===== config.mk =====
export PLATFORM = sky130hd
export DESIGN_NAME = mem_arbiter_flat
export DESIGN_NICKNAME = d
export VERILOG_FILES = /design/src/rtl/mem_arbiter_if.sv /design/src/rtl/mem_arbiter.sv /design/src/flat_wrapper.sv
export SDC_FILE = /design/constraint.sdc
export NUM_CORES = 1
export LEC_CHECK = 0
export BUFFER_PORTS_ARGS = -buffer_cell sky130_fd_sc_hd__buf_2
export CORE_ASPECT_RATIO = 0.7
export CORE_MARGIN = 2
export CORE_UTILIZATION = 44
export CTS_CLUSTER_SIZE = 16
export DETAILED_ROUTE_END_ITERATION = 6
export HOLD_SLACK_MARGIN = 0.08
export MAX_ROUTING_LAYER = met4
export PLACE_DENSITY_LB_ADDON = 0.1
export SKIP_LAST_GASP = 1
export SYNTH_ARGS = -nofsm -noshare
export SYNTH_HDL_FRONTEND = slang
export SYNTH_SLANG_ARGS = --single-unit

===== constraint.sdc =====
create_clock -name clk -period 2.65 [get_ports clk]
set_clock_uncertainty 0.15 [all_clocks]
set_input_delay 0.1325 -clock clk [delete_from_list [all_inputs] [get_ports clk]]
set_output_delay 0.1325 -clock clk [all_outputs]
set_load 0.01 [all_outputs]

===== src/rtl/mem_arbiter_if.sv =====
// Requester-side memory handshake for mem_arbiter.
//   req   : request, held with stable we/addr/wdata until done
//   we    : 1 = write, 0 = read
//   addr  : 32-bit byte address
//   wdata : write data
//   done  : one-cycle completion pulse
//   err   : valid with done, 1 = access rejected
//   rdata : read data, valid with done on a successful read, held afterwards
// Modports: master = requester (core / loader), slave = arbiter.
interface mem_arbiter_if;
  logic        req;
  logic        we;
  logic [31:0] addr;
  logic [31:0] wdata;
  logic        done;
  logic        err;
  logic [31:0] rdata;

  modport master (output req, we, addr, wdata, input done, err, rdata);
  modport slave  (input req, we, addr, wdata, output done, err, rdata);
endinterface


===== src/rtl/mem_arbiter.sv =====
// Two-port round-robin arbiter in front of the single-port word-addressed RAM.
// Serialises one transaction at a time, maps byte addresses to 10-bit word
// addresses and rejects misaligned / out-of-range accesses without a RAM cycle.
//   clk, rst     : clock (rising edge), synchronous active-high reset
//   m0 / m1      : requester ports (core / loader), slave modport
//   o_ram_addr   : RAM word address (byte addr[11:2])
//   o_ram_din    : RAM write data
//   o_ram_we     : RAM write enable, high only in the ISSUE cycle of a write
//   i_ram_dout   : RAM read data, valid READ_LATENCY cycles after address capture
module mem_arbiter #(
  parameter int unsigned READ_LATENCY = 2
) (
  input  logic               clk,
  input  logic               rst,
  mem_arbiter_if.slave       m0,
  mem_arbiter_if.slave       m1,
  output logic [9:0]         o_ram_addr,
  output logic [31:0]        o_ram_din,
  output logic               o_ram_we,
  input  logic [31:0]        i_ram_dout
);

  localparam int unsigned AW    = 10;
  localparam int unsigned DW    = 32;
  localparam int unsigned CNT_W = 2;

  typedef enum logic [1:0] {
    S_IDLE,
    S_ISSUE,
    S_WAIT,
    S_DONE
  } state_t;

  state_t             r_state,      w_state;
  logic               r_grant,      w_grant;
  logic               r_last_grant, w_last_grant;
  logic               r_is_wr,      w_is_wr;
  logic [CNT_W-1:0]   r_cnt,        w_cnt;
  logic [AW-1:0]      r_ram_addr,   w_ram_addr;
  logic [DW-1:0]      r_ram_din,    w_ram_din;
  logic               r_ram_we,     w_ram_we;
  logic [1:0]         r_done,       w_done;
  logic [1:0]         r_err,        w_err;
  logic [DW-1:0]      r_rdata0,     w_rdata0;
  logic [DW-1:0]      r_rdata1,     w_rdata1;

  logic               w_pick;
  logic               w_sel_we;
  logic [31:0]        w_sel_addr;
  logic [DW-1:0]      w_sel_wdata;
  logic               w_bad;

  // On a tie the port not served last wins; otherwise the lone requester.
  assign w_pick      = (m0.req && m1.req) ? ~r_last_grant : m1.req;
  assign w_sel_we    = w_pick ? m1.we    : m0.we;
  assign w_sel_addr  = w_pick ? m1.addr  : m0.addr;
  assign w_sel_wdata = w_pick ? m1.wdata : m0.wdata;
  assign w_bad       = (w_sel_addr[1:0] != 2'b00) || (w_sel_addr[31:12] != 20'd0);

  // State register and all registered outputs.
  always_ff @(posedge clk) begin
    if (rst) begin
      r_state      <= S_IDLE;
      r_grant      <= 1'b0;
      r_last_grant <= 1'b1;
      r_is_wr      <= 1'b0;
      r_cnt        <= '0;
      r_ram_addr   <= '0;
      r_ram_din    <= '0;
      r_ram_we     <= 1'b0;
      r_done       <= '0;
      r_err        <= '0;
      r_rdata0     <= '0;
      r_rdata1     <= '0;
    end else begin
      r_state      <= w_state;
      r_grant      <= w_grant;
      r_last_grant <= w_last_grant;
      r_is_wr      <= w_is_wr;
      r_cnt        <= w_cnt;
      r_ram_addr   <= w_ram_addr;
      r_ram_din    <= w_ram_din;
      r_ram_we     <= w_ram_we;
      r_done       <= w_done;
      r_err        <= w_err;
      r_rdata0     <= w_rdata0;
      r_rdata1     <= w_rdata1;
    end
  end

  // Next-state and next-output logic; done/err are computed one cycle early so
  // the registered pulse lines up with the DONE state.
  always_comb begin
    w_state      = r_state;
    w_grant      = r_grant;
    w_last_grant = r_last_grant;
    w_is_wr      = r_is_wr;
    w_cnt        = r_cnt;
    w_ram_addr   = r_ram_addr;
    w_ram_din    = r_ram_din;
    w_ram_we     = 1'b0;
    w_done       = '0;
    w_err        = '0;
    w_rdata0     = r_rdata0;
    w_rdata1     = r_rdata1;

    case (r_state)
      S_IDLE: begin
        if (m0.req || m1.req) begin
          w_grant = w_pick;
          w_is_wr = w_sel_we;
          if (w_bad) begin
            w_state        = S_DONE;
            w_done[w_pick] = 1'b1;
            w_err[w_pick]  = 1'b1;
          end else begin
            w_state    = S_ISSUE;
            w_ram_addr = w_sel_addr[11:2];
            w_ram_din  = w_sel_wdata;
            w_ram_we   = w_sel_we;
          end
        end
      end

      S_ISSUE: begin
        if (r_is_wr) begin
          w_state         = S_DONE;
          w_done[r_grant] = 1'b1;
        end else begin
          w_state = S_WAIT;
          w_cnt   = CNT_W'(READ_LATENCY - 1);
        end
      end

      // Last WAIT cycle: RAM data is valid, capture it with the done pulse.
      S_WAIT: begin
        if (r_cnt == '0) begin
          w_state         = S_DONE;
          w_done[r_grant] = 1'b1;
          if (r_grant) w_rdata1 = i_ram_dout;
          else         w_rdata0 = i_ram_dout;
        end else begin
          w_cnt = r_cnt - CNT_W'(1);
        end
      end

      S_DONE: begin
        w_last_grant = r_grant;
        w_state      = S_IDLE;
      end

      default: w_state = S_IDLE;
    endcase
  end

  assign m0.done    = r_done[0];
  assign m0.err     = r_err[0];
  assign m0.rdata   = r_rdata0;
  assign m1.done    = r_done[1];
  assign m1.err     = r_err[1];
  assign m1.rdata   = r_rdata1;

  assign o_ram_addr = r_ram_addr;
  assign o_ram_din  = r_ram_din;
  assign o_ram_we   = r_ram_we;

endmodule


===== src/flat_wrapper.sv =====
// flat-port wrapper written by rule: the top's interface ports become plain ports
module mem_arbiter_flat 
#(
  parameter int unsigned READ_LATENCY = 2
)
  (clk, rst, o_ram_addr, o_ram_din, o_ram_we, i_ram_dout, m0_req, m0_we, m0_addr, m0_wdata, m0_done, m0_err, m0_rdata, m1_req, m1_we, m1_addr, m1_wdata, m1_done, m1_err, m1_rdata);
  mem_arbiter_if m0_i ();
  mem_arbiter_if m1_i ();
  input  logic clk;
  input  logic rst;
  output logic [9:0] o_ram_addr;
  output logic [31:0] o_ram_din;
  output logic o_ram_we;
  input  logic [31:0] i_ram_dout;
  input wire logic [$bits(m0_i.req)-1:0] m0_req;
  input wire logic [$bits(m0_i.we)-1:0] m0_we;
  input wire logic [$bits(m0_i.addr)-1:0] m0_addr;
  input wire logic [$bits(m0_i.wdata)-1:0] m0_wdata;
  output wire logic [$bits(m0_i.done)-1:0] m0_done;
  output wire logic [$bits(m0_i.err)-1:0] m0_err;
  output wire logic [$bits(m0_i.rdata)-1:0] m0_rdata;
  input wire logic [$bits(m1_i.req)-1:0] m1_req;
  input wire logic [$bits(m1_i.we)-1:0] m1_we;
  input wire logic [$bits(m1_i.addr)-1:0] m1_addr;
  input wire logic [$bits(m1_i.wdata)-1:0] m1_wdata;
  output wire logic [$bits(m1_i.done)-1:0] m1_done;
  output wire logic [$bits(m1_i.err)-1:0] m1_err;
  output wire logic [$bits(m1_i.rdata)-1:0] m1_rdata;
  assign m0_i.req = m0_req;
  assign m0_i.we = m0_we;
  assign m0_i.addr = m0_addr;
  assign m0_i.wdata = m0_wdata;
  assign m0_done = m0_i.done;
  assign m0_err = m0_i.err;
  assign m0_rdata = m0_i.rdata;
  assign m1_i.req = m1_req;
  assign m1_i.we = m1_we;
  assign m1_i.addr = m1_addr;
  assign m1_i.wdata = m1_wdata;
  assign m1_done = m1_i.done;
  assign m1_err = m1_i.err;
  assign m1_rdata = m1_i.rdata;
  mem_arbiter #(.READ_LATENCY(READ_LATENCY)) u_core (.clk(clk), .rst(rst), .m0(m0_i), .m1(m1_i), .o_ram_addr(o_ram_addr), .o_ram_din(o_ram_din), .o_ram_we(o_ram_we), .i_ram_dout(i_ram_dout));
endmodule

; ---- Word level (Yosys, flattened, before mapping)
; Cells that the tools add are included.
[op_classes]
addsub = 1
order_cmp = 4
n_eq_ne = 7
muxes = 21
bitwise_logic = 5
n_reduce_logical = 18
[ops]
columns = op, n
row1 = two-way mux 32 bit, 2
row2 = nonzero test 20 bit, 1
row3 = two-way mux 2 bit, 9
row4 = AND reduction 3 bit, 4
row5 = one-hot mux 2 bit (4 select lines), 1
row6 = one-hot mux 2 bit (3 select lines), 1
row7 = two-way mux 1 bit, 5
row8 = inverter 1 bit, 5
row9 = "equality test 2 bit, second input constant", 2
row10 = zero test 2 bit, 2
row11 = "< comparator 1 x 2 -> 1 bit, second input constant", 2
row12 = "!= test 2 x 1 -> 1 bit, second input constant", 2
row13 = "!= test 2 bit, second input constant", 2
row14 = one-hot mux 2 bit (2 select lines), 1
row15 = AND reduction 2 bit, 2
row16 = nonzero test 2 bit, 2
row17 = OR reduction 4 bit, 1
row18 = logical AND 1 bit, 3
row19 = demux 1 bit (select 1 bit), 2
row20 = "equality test 2 x 1 -> 1 bit, second input constant", 1
row21 = ">= comparator 1 bit, second input constant", 2
row22 = logical OR 1 bit, 2
row23 = OR reduction 2 bit, 1
row24 = "subtractor 2 x 1 -> 2 bit, second input constant", 1
[word_totals]
reg_bits = 118
input_bits = 166
output_inout_bits = 111
word_cells = 68

; ---- Depth between registers and ports, before layout
; Gate-level depths: netlist (run 1).
[depth]
depth_word = 9
ltp_mapped = 8
ltp_nobuf = 7

; ---- Least setup slack after synthesis (run 1)
; No wires, ideal clock.
[synth_path]
path_type = register to register
from = reg u_core.r_state[0]
to = reg u_core.r_ram_addr[0], in the netlist u_core.o_ram_addr[0]
setup_time_ps = 86
t_arrival_ps = 1635
setup_slack_ps = 780
stages_incl_launch_ff = 9
synth_period_minus_slack_ps = 1870
cell_sequence = dfxtp_1 -> inv_1 -> ha_1 -> o211ai_1 -> nor3_2 -> or2_1 -> buf_2 -> buf_2 -> a211oi_1
[synth_via]
elab_chain_len = 2
[synth_lines]
columns = element, line_no
row1 = start: declaration, mem_arbiter.sv:34  ; state_t r_state, w_state;
row2 = start signal: assignment, mem_arbiter.sv:76  ; r_state <= w_state;
row3 = zero test 2 bit, mem_arbiter.sv:107  ; case (r_state)
row4 = AND reduction 3 bit (no source line), --
row5 = end signal: assignment, mem_arbiter.sv:81  ; r_ram_addr <= w_ram_addr;
row6 = end: declaration, mem_arbiter.sv:39  ; logic [AW-1:0] r_ram_addr, w_ram_addr;
; No other way between the ends.
; A chain may end at the register's enable or synchronous reset.

; ---- Worst setup path in the final report (run 1)
[layout_path]
from = in m0_req
to = reg u_core.r_is_wr
[layout_via]
elab_chain_len = 3
word_cells_on_any_way = 5
[layout_lines]
columns = element, line_no
row1 = start: declaration, flat_wrapper.sv:15  ; input wire logic [$bits(m0_i.req)-1:0] m0_req;
row2 = logical AND 1 bit, mem_arbiter.sv:54  ; assign w_pick = (m0.req && m1.req) ? ~r_last_grant : m1.req;
row3 = two-way mux 1 bit, mem_arbiter.sv:54
row4 = two-way mux 1 bit, mem_arbiter.sv:55  ; assign w_sel_we = w_pick ? m1.we : m0.we;
row5 = end signal: assignment, mem_arbiter.sv:79  ; r_is_wr <= w_is_wr;
row6 = end: declaration, mem_arbiter.sv:37  ; logic r_is_wr, w_is_wr;
; Parallel ways exist; a longest one is shown, timed or not.

==> flow_summary.yaml, run 1 <==
synthesis:
  synth.distinct_cells: 33
  ys_warn_count: 0
  ys_top_cells_by_area: "dfxtp_1 49%, nand2_1 11%, mux2i_1 8.9%, a21oi_1 7.1%, a211oi_1 7.0%"
  synth_top_family_by_area: "simple AND/OR/NAND/NOR gates"
  synth_compound_area_share_pct: 15.46
  synthCells: 561
  synth_top_area_cell: "dfxtp_1"
  syn_avg_cell_area_um2: 8.584
  yosys.area.top_type_share_pct: 49.05
  synthAdderAreaFrac_pct: 1.819
  synth_xor_area_share_pct: 0
  synth_nets: 734
  ys_ff_latch: 118
  synthMuxAreaShare_pct: 8.937
  synth-simple-area-share_pct: 20.24
  synth_area_mm2: 0.004816
  seq_area_frac_synth_pct: 49.05
worst_setup_path:
  cp_slowest_stage_delay_ns: 0.62
  critPathCapture: "u_core.r_is_wr"
  cp-end-kind: "flip-flop"
  arrival_ns: 2.60
  worstPathCellList: "dlygate4sd3_1 -> buf_2 -> a21boi_4 -> buf_12 -> mux2i_1 -> dlygate4sd3_1 -> nor2_1 -> a21oi_1 -> nor2_1"
  r2r-start: "u_core.r_last_grant"
  critPathSlowestCell: "dlygate4sd3_1"
  path_class: "input pin to flip-flop"
  reg2reg_to: "u_core.r_is_wr"
  worst_setup_path_start_kind: "input pin"
  reg2reg_slack_ns: 0.27
  path_max_fanout: 43
  critPathBufInv: 4
  r2r_cells: 7
  required_ns: 2.76
  startpoint: "m0_req"
  path_depth: 9
  cp_top_family: "buffers and inverters"
run:
  cap_violations: 0
cts:
  cts_tree: "yes"
  ctsResizeCount: 0
  numCtsBuffers: 17
  root_buffer: "clkbuf_16"
  clkTransAtPathRegs_ns: 0.05
  insertion_delay_ns: 0.40
  clockBufferDepth: 2
  htree_num_levels: 4
  cts_sinks: 118
detailed_routing:
  dr.pass1.iters: 5
  drt_drc_violations_left: 0
  drt-initial-drc-count: 370
  routedWlPerCell_um: 16.16
  vias_per_cell: 5.172
  wl_um: 17780
  ant_nets: 0
  vias: 5689
sta:
  rsz0062_at_grt: "false"
  period_share_pct: 93.78
  hold_viol_final: 0
  fmax_ghz: 0.4024
  tightest_slew_ns: 0.8730
  setup_viol: 0
  slew_violations: 0
  fin_setup_tns_ns: 0
  maxSlewHeadroom_pct: 41.26
  finalCriticalPeriod_ns: 2.485
grt:
  grt_antenna_before_repair: 0
  grt_overflow: 0
  grt_pass1_vias: 5916
  grt_usage_pct: 31.93
  grt_max_degree: 65
  grt_first_pass_wirelength_um: 28920
floorplanning:
  pin_count: 277
  die_w_um: 129.0
  core_mm2: 0.01051
  rows: 31
  dieArea_mm2: 0.01181
  start_util_pct: 45.82
  die_h_um: 91.53
placement:
  hpwl_um: 11150
  portBuffers: 276
  gp_congestion: 0.8434
  dp_cells: 949
finish:
  n_antenna_cell: 0
  finalNonFillerCells: 1100
  area_growth_pct: 69.06
  layout_commonest_cell: "buf_2"
  final_util_pct: 77.46
  layout_common_cells: "275 x buf_2, 137 x nand2_1, 119 x dlygate4sd3_1"
  post_route_cells_drive_above_1_share_pct: 34.03
  nNetsFinal: 1112
pwr:
  peakVddDrop_mv: 0.5546
  p_leak_nw: 3.678
  cellPowerDensity_mw_per_mm2: 738.5
  power.total_mw: 6.013
run_status:
  status: "completed"
min_path:
  hold_path.class: "input pin to flip-flop"
[state kept, by name, indices dropped and copies added (netlist names)]
register and flops:
u_core.r_state 2, u_core.m0.rdata 32, u_core.r_is_wr 1, u_core.r_err 2, u_core.m1.rdata 32, u_core.r_cnt 2, u_core.o_ram_din 32, u_core.r_done 2
u_core.r_last_grant 1, u_core.o_ram_addr 10, u_core.o_ram_we 1, u_core.r_grant 1
[what timing repair did]
| action | 4_1_cts | 5_1_grt |
|---|---|---|
| buffers inserted | 0 | 0 |
| hold buffers | 119 | 0 |
| hold endpoints to repair | 109 | 0 |
[how the worst min path moves through the flow]
stage                        start                  end  slack (ns)  cells past startpoint
floorplan            i_ram_dout[0]   u_core.m0.rdata[0]        0.12                      2
detailed placement  i_ram_dout[20]  u_core.m0.rdata[20]        0.24                      3
global placement     i_ram_dout[0]   u_core.m1.rdata[0]        0.24                      3
CTS                         m1_req       u_core.r_grant        0.09                      4
finish                 m1_addr[30]      u_core.r_err[1]        0.10                      4
global route                   rst   u_core.m1.rdata[5]        0.14                      2
[cell type report]
cell class              instances  area (um^2)
multi-input cells             392         2257
flip-flops and latches        118         2362
fillers                       758         2370
inverters                       6        22.52
clock inverters                13        193.9
clock buffers                  19        452.9
well taps                     148        185.2
repair buffers                404         2668
[layer usage]
metal,GRT usage (%),part of all wire (%),routed length (um),up-vias
li1,-,-,-,2721
met4,14.04,3.0,535,0
met5,-,0,0,-
met3,7.720,6.6,1174,55
met2,54.28,50,8849,244
met1,35.66,41,7215,2669
[report_power, final]
part,total [mW],internal [mW],switching (mW)
Clock,2.50,1.64,0.858
Combinational,1.43,0.647,0.787
Sequential,2.08,1.97,0.119
Total,6.01,4.25,1.76
[cell usage after synthesis (all sizes together)]
cell and count:
a2bb2oi 1, nor3b 1, a21boi 1, nand3 2, nand4 1, clkbuf 27, o211ai 1, o22a 1
mux2i 43, o21a 1, nor2b 2, a211oi 45, inv 6, ha 7, and4b 1, o21ai 2
a22oi 1, and3 1, nand2 138, nor2 11, or2 2, buf 18, nor3 47, or4 1
dfxtp 118, nor4 13, a21oi 68, a211o 1
[tightest hold or removal path, stage by stage]
cell and delay [ns]:
buf_2 0.08, or4_4 0.12, nor4_1 0.10, nor3_1 0.16
[through the flow]
step           hold slack (ns)  worst slack [ns]  area (um^2)
2_1_floorplan           0.1185            0.7795         4816
3_3_place_gp            0.2351            0.5724         6304
3_5_place_dp            0.2406            0.4616         6304
4_1_cts                0.09230            0.1898         8142
5_1_grt                 0.1356           0.04591         8142
6_report                0.1031            0.1647         8142
[cell families after synthesis]
| logic type | Yosys count |
|---|---|
| AO/OA/AOI/OAI | 122 |
| adder cells (fa/ha/maj) | 7 |
| buffers and inverters | 51 |
| flip-flops | 118 |
| multiplexers | 43 |
| AND/OR/NAND/NOR | 220 |
(Power assumes the default switching activity.)
==> inputs of run 2 (changes only) <==
- SETUP_SLACK_MARGIN: not set -> 0.4
==> run 2 against run 1 <==
Worst setup slack improved by 0.36 ns. Via count increased by 1.6%. Critical path depth shrank 1. Sequential cell count unchanged. Hold slack got worse by 0.041 ns. Final cell count rose by 0.36%. First-iteration DRC count rose by 4.6%. Fmax increased by 17%. Highest routed layer unchanged.
==> flow_summary.yaml, run 2 (same netlist as run 1, synthesis figures left out) <==
run_status:
  status: "completed"
min_path:
  min_path_cells: 4
  hold_path.class: "input pin to flip-flop"
  hold_start: "m1_addr[30]"
  hold_path_end: "u_core.r_err[1]"
pwr:
  p_int_mw: 4.284
  cellPowerDensity_mw_per_mm2: 733.0
  swShare_pct: 29.37
  pwr-share-comb_pct: 24.5
  clkPwrFrac_pct: 41.1
  peakVddDrop_mv: 0.5577
  p_seq_share_pct: 34.4
  power.total_mw: 6.065
  p_leak_nw: 3.729
  power_switching_mw: 1.782
grt:
  grt_overflow: 0
  grt_first_pass_wirelength_um: 29000
  grt_max_degree: 65
  grt_pass1_vias: 5965
  grt_antenna_before_repair: 0
  grt_usage_pct: 32.07
placement:
  gp_congestion: 0.8434
  hpwl_um: 11150
  dp_slack_ns: 0.4616
  portBuffers: 276
  dpl_cell_area_mm2: 0.006304
cts:
  htree_num_levels: 4
  cts_tree: "yes"
  clockBufferDepth: 2
  cts_sinks: 118
  clkTransAtPathRegs_ns: 0.06
  root_buffer: "clkbuf_16"
  numCtsBuffers: 17
  insertion_delay_ns: 0.40
worst_setup_path:
  required_ns: 2.78
  arrival_ns: 2.26
  path_max_fanout: 21
  cp-end-kind: "flip-flop"
  path_class: "input pin to flip-flop"
  worst_setup_path_start_kind: "input pin"
  reg2reg_slack_ns: 0.55
  r2r-start: "u_core.r_state[0]"
  reg2reg_to: "u_core.o_ram_addr[7]"
  r2r_cells: 7
finish:
  post_route_cells_drive_above_1_share_pct: 34.41
  layout_common_cells: "275 x buf_2, 137 x nand2_1, 119 x dlygate4sd3_1"
  area_growth_pct: 71.81
  n_antenna_cell: 0
  layout_commonest_cell: "buf_2"
  nNetsFinal: 1116
  stdcell_area_mm2: 0.008274
sta:
  period_share_pct: 80.31
  fmax_ghz: 0.4699
  fin_setup_tns_ns: 0
  rsz0062_at_grt: "false"
  fin_ws_ns: 0.5219
  slew_violations: 0
  hold_viol_final: 0
  maxSlewHeadroom_pct: 53.80
  setup_viol: 0
  tightest_slew_ns: 0.6930
  finalCriticalPeriod_ns: 2.128
detailed_routing:
  ant_nets: 0
  drt-initial-drc-count: 387
  vias_per_cell: 5.236
  wl_um: 18320
  routedWlPerCell_um: 16.59
  dr.pass1.iters: 5
  drt_drc_violations_left: 0
  vias: 5781
floorplanning:
  rows: 31
  dieArea_mm2: 0.01181
  pin_count: 277
  die_w_um: 129.0
  start_util_pct: 45.82
  die_h_um: 91.53
  core_mm2: 0.01051
run:
  cap_violations: 0
==> run 2: layer usage <==
metal / wire length [um] / GRT usage (%) / vias to the layer above
met1: 7412 / 35.62 / 2708
met2: 8994 / 54.28 / 275
met4: 577 / 14.86 / 0
li1: - / - / 2739
met3: 1330 / 7.896 / 59
met5: 0 / - / -
==> run 2: power groups by stage <==
stage,Combinational (mW),Sequential [mW],Clock (mW)
floorplan,0.671,2.17,0
detailed placement,1.21,2.12,0
global route,1.63,2.11,2.61
CTS,1.41,2.08,2.52
global placement,1.17,2.10,0
finish,1.49,2.08,2.49
==> run 2: critical path: stages <==
cell	delay (ns)
dlygate4sd3_1	0.54
buf_2	0.16
a21boi_4	0.15
buf_12	0.15
clkbuf_16	0.22
mux2i_1	0.23
dlygate4sd3_1	0.59
a211oi_1	0.07
==> run 2: worst max path at each step <==
stage	start	to	slack, ns	cells past startpoint
finish	m0_req	u_core.o_ram_addr[8]	0.52	8
global route	u_core.r_state[0]	u_core.o_ram_din[26]	0.41	7
CTS	m0_req	u_core.o_ram_din[22]	0.41	7
detailed placement	u_core.r_state[0]	u_core.o_ram_din[30]	0.46	7
global placement	u_core.r_state[0]	u_core.o_ram_din[8]	0.57	7
floorplan	u_core.r_state[0]	u_core.o_ram_addr[0]	0.78	8
==> run 2: final cells by class <==
class,instances,area (um^2)
multi-input combinational,392,2266
fill,736,2237
tap,148,185.2
clock inverter,13,193.9
sequential,118,2362
timing repair buffer,408,2791
inverter,6,22.52
clock buffer,19,452.9
==> run 2: what timing repair did <==
item	in CTS	in global routing
hold endpoints to repair	109	0
endpoints found under the setup margin	0	56
gates resized for setup	0	11
hold buffers	119	0
setup buffers	0	1
==> run 2: stage by stage <==
stage               instances  hold WS (ns)  utilization, %
floorplan                 561        0.1185               -
global placement          949        0.2351           59.97
detailed placement        949        0.2406           59.97
CTS                      1100       0.09230           77.46
global route             1104        0.1038           78.72
finish                   1104       0.06193           78.72
